[config.mk]
export PLATFORM = sky130hd
export DESIGN_NAME = seg_scan_driver_flat
export DESIGN_NICKNAME = d
export VERILOG_FILES = /design/src/rtl/seg_pkg.sv /design/src/rtl/seg_scan_driver_if.sv /design/src/rtl/scan_slot_timer.sv /design/src/rtl/seg_scan_driver.sv /design/src/flat_wrapper.sv
export SDC_FILE = /design/constraint.sdc
export NUM_CORES = 1
export LEC_CHECK = 0
export CORE_UTILIZATION = 53
export DETAILED_ROUTE_END_ITERATION = 10
export PLACE_DENSITY = 0.78
export RECOVER_POWER = 100
export SLEW_MARGIN = 10
export SYNTH_ARGS = -nofsm -noshare
export SYNTH_HDL_FRONTEND = slang
export SYNTH_SLANG_ARGS = --single-unit
[constraint.sdc]
create_clock -name clk -period 2.4 [get_ports clk]
set_input_delay 0.72 -clock clk [delete_from_list [all_inputs] [get_ports clk]]
set_output_delay 0.72 -clock clk [all_outputs]
set_load 0.02 [all_outputs]
[src/rtl/seg_pkg.sv]
// Shared definitions for the two-digit seven-segment scan driver:
// segment/digit widths and bit order, the blank-zero pattern, the scan
// FSM state encoding and pin-polarity helpers.
package seg_pkg;

  localparam int SEG_W = 7;
  localparam int AN_W  = 2;

  // Digit-enable bit positions on an_o.
  localparam int AN_TENS = 1;
  localparam int AN_ONES = 0;

  // Segment bit order on every 7-bit bus: {g,f,e,d,c,b,a}, a is bit 0.
  typedef struct packed {
    logic g;
    logic f;
    logic e;
    logic d;
    logic c;
    logic b;
    logic a;
  } seg_bits_t;

  // Pattern the decoders produce for the digit 0 (a..f lit, g dark).
  localparam logic [SEG_W-1:0] SEG_ZERO = 7'h3F;

  typedef enum logic [2:0] {
    IDLE    = 3'd0,
    BLANK_T = 3'd1,
    SHOW_T  = 3'd2,
    BLANK_O = 3'd3,
    SHOW_O  = 3'd4
  } scan_state_t;

  // Segment bus value with every segment dark at pin polarity.
  function automatic logic [SEG_W-1:0] seg_off(input bit active_low);
    return active_low ? {SEG_W{1'b1}} : {SEG_W{1'b0}};
  endfunction

  // Digit-enable value with both digits disabled at pin polarity.
  function automatic logic [AN_W-1:0] an_off(input bit active_low);
    return active_low ? {AN_W{1'b1}} : {AN_W{1'b0}};
  endfunction

endpackage

[src/rtl/seg_scan_driver_if.sv]
// Display-side bundle of the scan driver: enable and the two active-high
// digit patterns in, the multiplexed pin-level segment bus, digit enables
// and frame strobe out, plus the FSM state for observation.
// There is no handshake: inputs are level signals sampled once per frame,
// outputs are registered levels valid every cycle after reset.
interface seg_scan_driver_if;
  import seg_pkg::*;

  logic                en_i;
  logic [SEG_W-1:0]    seg_tens_i;
  logic [SEG_W-1:0]    seg_ones_i;
  logic [SEG_W-1:0]    seg_o;
  logic [AN_W-1:0]     an_o;
  logic                frame_o;
  scan_state_t         state_dbg;

  // Source of the digit patterns / consumer of the pin signals.
  modport master (
    output en_i, seg_tens_i, seg_ones_i,
    input  seg_o, an_o, frame_o, state_dbg
  );

  // The scan driver itself.
  modport slave (
    input  en_i, seg_tens_i, seg_ones_i,
    output seg_o, an_o, frame_o, state_dbg
  );

endinterface

[src/rtl/scan_slot_timer.sv]
// Slot counter shared by all active scan states. Counts 0..SLOT_CYCLES-1
// and wraps; clear forces it back to 0 (used while idle and on frame start).
// blank_end marks the last dead-time cycle of a slot, slot_end the last
// cycle of the slot.
module scan_slot_timer #(
  parameter int SLOT_CYCLES  = 125000,
  parameter int BLANK_CYCLES = 64
) (
  input  logic clk,
  input  logic rst_n,
  input  logic clear,
  output logic blank_end,
  output logic slot_end
);

  localparam int CW = (SLOT_CYCLES > 2) ? $clog2(SLOT_CYCLES) : 1;

  logic [CW-1:0] cnt;

  assign blank_end = (cnt == CW'(BLANK_CYCLES - 1));
  assign slot_end  = (cnt == CW'(SLOT_CYCLES - 1));

  // Free-running slot count with synchronous clear and wrap at slot end.
  always_ff @(posedge clk) begin
    if (!rst_n || clear) begin
      cnt <= '0;
    end else if (slot_end) begin
      cnt <= '0;
    end else begin
      cnt <= cnt + CW'(1);
    end
  end

endmodule

[src/rtl/seg_scan_driver.sv]
// Two-digit seven-segment scan driver. Snapshots the tens and ones patterns
// at the start of every frame, then shows tens and ones in alternating
// slots on a shared segment bus, each slot opening with a dead-time blank
// so the previous digit cannot ghost onto the next one.
// Optional build macro: SEG_SCAN_LEADING_ZERO_BLANK_EN -- when defined, a
// tens snapshot equal to the zero pattern is kept dark during its slot.
module seg_scan_driver
  import seg_pkg::*;
#(
  parameter int CLK_HZ       = 125000000,
  parameter int SCAN_HZ      = 1000,
  parameter int BLANK_CYCLES = 64,
  parameter int ACTIVE_LOW   = 1
) (
  input  logic               clk,
  input  logic               rst_n,
  seg_scan_driver_if.slave   disp
);

  localparam int SLOT_CYCLES = CLK_HZ / SCAN_HZ;

  localparam logic [SEG_W-1:0] SEG_OFF = seg_off(ACTIVE_LOW != 0);
  localparam logic [AN_W-1:0]  AN_OFF  = an_off(ACTIVE_LOW != 0);
  // Pin-level digit enables with exactly one digit on.
  localparam logic [AN_W-1:0]  AN_TENS_ON = AN_OFF ^ (AN_W'(1) << AN_TENS);
  localparam logic [AN_W-1:0]  AN_ONES_ON = AN_OFF ^ (AN_W'(1) << AN_ONES);

  // Reject timing parameters that cannot produce a blank plus a visible part.
  if (SLOT_CYCLES < 2) begin : g_bad_slot
    $error("seg_scan_driver: CLK_HZ/SCAN_HZ must be at least 2");
  end
  if (BLANK_CYCLES < 1 || BLANK_CYCLES > SLOT_CYCLES - 1) begin : g_bad_blank
    $error("seg_scan_driver: BLANK_CYCLES must be in 1..SLOT_CYCLES-1");
  end

  scan_state_t       state;
  logic [SEG_W-1:0]  snap_t;
  logic [SEG_W-1:0]  snap_o;
  logic [SEG_W-1:0]  seg_q;
  logic [AN_W-1:0]   an_q;
  logic              frame_q;
  logic              blank_end;
  logic              slot_end;
  logic              timer_clear;
  logic              show_tens;

  // Counter restarts whenever the scan is idle or being shut off; on a frame
  // wrap from SHOW_O it returns to 0 on its own.
  assign timer_clear = (state == IDLE) || !disp.en_i;

  scan_slot_timer #(
    .SLOT_CYCLES  (SLOT_CYCLES),
    .BLANK_CYCLES (BLANK_CYCLES)
  ) u_timer (
    .clk       (clk),
    .rst_n     (rst_n),
    .clear     (timer_clear),
    .blank_end (blank_end),
    .slot_end  (slot_end)
  );

`ifdef SEG_SCAN_LEADING_ZERO_BLANK_EN
  assign show_tens = (snap_t != SEG_ZERO);
`else
  assign show_tens = 1'b1;
`endif

  // Scan FSM with registered pin outputs; outputs are computed for the state
  // being entered so they change on the same edge as the state.
  always_ff @(posedge clk) begin
    if (!rst_n) begin
      state   <= IDLE;
      snap_t  <= '0;
      snap_o  <= '0;
      seg_q   <= SEG_OFF;
      an_q    <= AN_OFF;
      frame_q <= 1'b0;
    end else if (!disp.en_i) begin
      state   <= IDLE;
      seg_q   <= SEG_OFF;
      an_q    <= AN_OFF;
      frame_q <= 1'b0;
    end else begin
      frame_q <= 1'b0;
      case (state)
        IDLE: begin
          state   <= BLANK_T;
          snap_t  <= disp.seg_tens_i;
          snap_o  <= disp.seg_ones_i;
          frame_q <= 1'b1;
          seg_q   <= SEG_OFF;
          an_q    <= AN_OFF;
        end
        BLANK_T: begin
          if (blank_end) begin
            state <= SHOW_T;
            if (show_tens) begin
              seg_q <= snap_t ^ SEG_OFF;
              an_q  <= AN_TENS_ON;
            end else begin
              seg_q <= SEG_OFF;
              an_q  <= AN_OFF;
            end
          end
        end
        SHOW_T: begin
          if (slot_end) begin
            state <= BLANK_O;
            seg_q <= SEG_OFF;
            an_q  <= AN_OFF;
          end
        end
        BLANK_O: begin
          if (blank_end) begin
            state <= SHOW_O;
            seg_q <= snap_o ^ SEG_OFF;
            an_q  <= AN_ONES_ON;
          end
        end
        SHOW_O: begin
          if (slot_end) begin
            state   <= BLANK_T;
            snap_t  <= disp.seg_tens_i;
            snap_o  <= disp.seg_ones_i;
            frame_q <= 1'b1;
            seg_q   <= SEG_OFF;
            an_q    <= AN_OFF;
          end
        end
        default: begin
          state <= IDLE;
          seg_q <= SEG_OFF;
          an_q  <= AN_OFF;
        end
      endcase
    end
  end

  assign disp.seg_o     = seg_q;
  assign disp.an_o      = an_q;
  assign disp.frame_o   = frame_q;
  assign disp.state_dbg = state;

endmodule
[src/flat_wrapper.sv]
// flat-port wrapper written by rule: the top's interface ports become plain ports
module seg_scan_driver_flat import seg_pkg::*;
#(
  parameter int CLK_HZ       = 125000000,
  parameter int SCAN_HZ      = 1000,
  parameter int BLANK_CYCLES = 64,
  parameter int ACTIVE_LOW   = 1
)
  (clk, rst_n, disp_en_i, disp_seg_tens_i, disp_seg_ones_i, disp_seg_o, disp_an_o, disp_frame_o, disp_state_dbg);
  seg_scan_driver_if disp_i ();
  input  logic clk;
  input  logic rst_n;
  input wire logic [$bits(disp_i.en_i)-1:0] disp_en_i;
  input wire logic [$bits(disp_i.seg_tens_i)-1:0] disp_seg_tens_i;
  input wire logic [$bits(disp_i.seg_ones_i)-1:0] disp_seg_ones_i;
  output wire logic [$bits(disp_i.seg_o)-1:0] disp_seg_o;
  output wire logic [$bits(disp_i.an_o)-1:0] disp_an_o;
  output wire logic [$bits(disp_i.frame_o)-1:0] disp_frame_o;
  output wire logic [$bits(disp_i.state_dbg)-1:0] disp_state_dbg;
  assign disp_i.en_i = disp_en_i;
  assign disp_i.seg_tens_i = disp_seg_tens_i;
  assign disp_i.seg_ones_i = disp_seg_ones_i;
  assign disp_seg_o = disp_i.seg_o;
  assign disp_an_o = disp_i.an_o;
  assign disp_frame_o = disp_i.frame_o;
  assign disp_state_dbg = disp_i.state_dbg;
  seg_scan_driver #(.CLK_HZ(CLK_HZ), .SCAN_HZ(SCAN_HZ), .BLANK_CYCLES(BLANK_CYCLES), .ACTIVE_LOW(ACTIVE_LOW)) u_core (.clk(clk), .rst_n(rst_n), .disp(disp_i));
endmodule
==> impl_metrics.csv <==
group,metric,value,unit
final_layout,area_delta_synth_final,22.8,%
route,wl,4290,µm
synthesis,synth_xor_area_share,5.06,%
placement,pre_cts_slack,0.0392,ns
setup_path,cp_top_family,"buffers and inverters",
flow_run,maxCapViolations,0,
setup_path,start_kind,"flop",
synthesis,synthAdderAreaFrac,0.602,%
clocking,cts_root_buf,"clkbuf_8",
synthesis,syn-num-nets,255,
synthesis,async_flop_share,0,%
synthesis,synth_ff_type,"dfxtp_1",
synthesis,syn_area,2080,µm²
clocking,ctsHoldBuffers,0,
floorplan,die_y,64.6,µm
route,num_vias,1793,
global_route,grt_max_degree,30,
setup_path,path_class,"flop to output pin",
worst_hold_path,min_path_type,"flop to flop",
final_layout,fin_nets,286,
global_route,grt_overflow,0,
setup_path,crit_chain,"dlygate4sd3_1",
sta,finalCriticalPeriod,2.13,ns
placement,io_buffers,29,
global_route,gr-usage-all-layers,23.4,%
clocking,cts_setup_buffers,0,
route,firstDrtPassIters,4,
final_layout,n_antenna_cell,0,
setup_path,rr_worst_depth,5,
setup_path,cp_data_required_time,1.68,ns
power_and_ir_drop,leakage,0.874,nW
synthesis,avgSynthCellArea,8.76,µm²
sta,worst_hold_slack,0.450,ns
floorplan,start_util,55.9,%
sta,fin_skew,0.00938,ns
global_route,antenna_found_initial,0,
final_layout,fillers,308,
floorplan,dieArea,4170,µm²
synthesis,synth_top_family_by_area,"simple AND/OR/NAND/NOR gates",
floorplan,die_w,64.6,µm
route,drt_drc_violations_left,0,
placement,dp.cells,309,
sta,hold_violations,0,
floorplan,rows,22,
synthesis,synthCells,237,
final_layout,regArea,881,µm²
synthesis,synth-simple-area-share,28.7,%
clocking,numClockSinks,44,
setup_path,end_kind,"output pin",
clocking,cts_tree,"yes",
final_layout,final_common_cell,"dfxtp_1",
sta,rsz0062_at_grt,"no",
setup_path,crit_end,"disp_state_dbg[2]",
setup_path,ff2ff_setup_slack,0.31,ns
clocking,cts_resized,0,
sta,tightest_slew,0.470,ns
final_layout,fin_cells,317,
clocking,htreeDepth,2,
setup_path,crit_slowest_cell,"dlygate4sd3_1",
synthesis,synth-compound-area-share,8.19,%
setup_path,arrival,1.41,ns
floorplan,core_area,3720,µm²
placement,place.gp.congestion,0.820,
final_layout,drive_gt1_share,7.43,%
clocking,cts_buffer_depth,2,
route,postRouteAntennaNets,0,
synthesis,synth_cell_types,39,
synthesis,synth.mux.area_fraction,10.1,%
setup_path,cp_num_cells,1,
sta,slew_viol_final,0,
status,outcome,"completed",
sta,setup_ws,0.267,ns
route,via_per_inst,5.66,
synthesis,yosys_warnings,0,
setup_path,r2r-start,"u_core.u_timer.cnt[10]",
sta,timing.slew.headroom,68.5,%
setup_path,r2r_end,"u_core.u_timer.cnt[11]",
synthesis,synth_edf_count,0,
synthesis,ys_seq_area_share,42.4,%
placement,hpwl,2930,µm
setup_path,cp_max_fo,5,
sta,setup_viol,0,
floorplan,io_pins,30,
setup_path,cpPeakStageDelay,0.70,ns
sta,finalSetupTns,0,ns
power_and_ir_drop,ir_drop,403,µV
sta,max_freq,469,MHz
final_layout,mostFrequentLayoutCells,"44 x dfxtp_1, 34 x nand2_1, 28 x nor3_1, 21 x mux2i_1",
clocking,numCtsBuffers,5,
sta,min_period_over_period,88.9,%
synthesis,ys_ff_latch,44,
global_route,grt_pass1_wl,7670,µm
final_layout,fin_util,68.6,%
final_layout,multi_input_area,1090,µm²
route,drt_iter0_drc,160,
clocking,path_clk_slew,0.09,ns
power_and_ir_drop,powerDensity,571,nW/µm²
global_route,grt_pass1_vias,1655,
route,wire_per_inst,13.5,µm
setup_path,worst-path-buf-inv,1,
setup_path,cp-startpoint,"u_core.disp.state_dbg[2]",
clocking,clock_latency,0.30,ns
[layer usage]
layer / wire [µm] / up-vias / GRT usage [%]
met2: 1910 / 46 / 35.3
met3: 188 / 9 / 5.28
met1: 2120 / 832 / 33.0
met5: 0 / - / 0
met4: 68 / 0 / 7.50
li1: - / 906 / -
[synth_stat cells, types with 2 or more instances]
| cell type | number | share of area [%] |
|---|---|---|
| nand4_1 | 4 | 1.2 |
| nand4b_1 | 3 | 1.3 |
| nand3_1 | 7 | 1.7 |
| and2_1 | 4 | 1.2 |
| clkbuf_1 | 11 | 2.0 |
| a21oi_1 | 5 | 1.2 |
| nand2_1 | 34 | 6.1 |
| or3_1 | 2 | 0.60 |
| dfxtp_1 | 44 | 42 |
| or4_1 | 2 | 0.72 |
| mux2i_1 | 21 | 10 |
| nor3_1 | 28 | 6.7 |
| o21ai_0 | 4 | 0.96 |
| buf_2 | 3 | 0.72 |
| and4_1 | 2 | 0.84 |
| xor2_1 | 10 | 4.2 |
| xnor2_1 | 2 | 0.84 |
| nor2_1 | 15 | 2.7 |
| o31ai_1 | 2 | 0.72 |
| a211oi_1 | 9 | 3.3 |
| nor4_1 | 3 | 0.90 |
| inv_1 | 5 | 0.90 |
[flip-flops by register name (all words and copies together) (netlist names)]
register and flops:
u_core.disp.state_dbg 3, u_core.snap_t 7, u_core.disp.frame_o 1, u_core.u_timer.cnt 17, u_core.disp.seg_o 7, u_core.snap_o 7
u_core.disp.an_o 2
[power by group]
part / switching (W) / leakage, nW / internal, W
Clock: 0.000253 / 0.0614 / 0.000340
Combinational: 0.0000465 / 0.455 / 0.0000583
Sequential: 0.0000100 / 0.358 / 0.000749
Total: 0.000309 / 0.874 / 0.00115
[worst min path at each step]
stage | startpoint | cells past startpoint | slack [ns] | end
after floorplan | u_core.u_timer.cnt[0] | 1 | 0.41 | u_core.u_timer.cnt[0]
after global placement | u_core.u_timer.cnt[0] | 1 | 0.43 | u_core.u_timer.cnt[0]
after detailed placement | u_core.u_timer.cnt[0] | 1 | 0.44 | u_core.u_timer.cnt[0]
after CTS | u_core.u_timer.cnt[0] | 1 | 0.45 | u_core.u_timer.cnt[0]
after global routing | u_core.snap_o[2] | 2 | 0.47 | u_core.snap_o[2]
final | u_core.u_timer.cnt[0] | 1 | 0.45 | u_core.u_timer.cnt[0]
[cell type report]
cell class	instances	area share, %
timing repair buffer	40	14.8
multi-input combinational	172	42.8
sequential	44	34.5
clock buffer	6	3.24
tap	48	2.36
inverter	5	0.736
clock inverter	2	1.52
[kinds of logic (layout without fill, tap and decap cells)]
family,after synthesis,in the layout
compound gates,25,25
xor+xnor,12,12
fa+ha+maj,1,1
buf+inv,21,53
flops,44,44
mux,21,21
simple gates,113,113
[stage by stage]
step | area (µm²) | power (W)
2_1_floorplan | 2080 | 0.000835
6_report | 2550 | 0.00146
3_5_place_dp | 2440 | 0.000883
5_1_grt | 2550 | 0.00152
4_1_cts | 2560 | 0.00147
3_3_place_gp | 2440 | 0.000882
(Power assumes the default switching activity.)
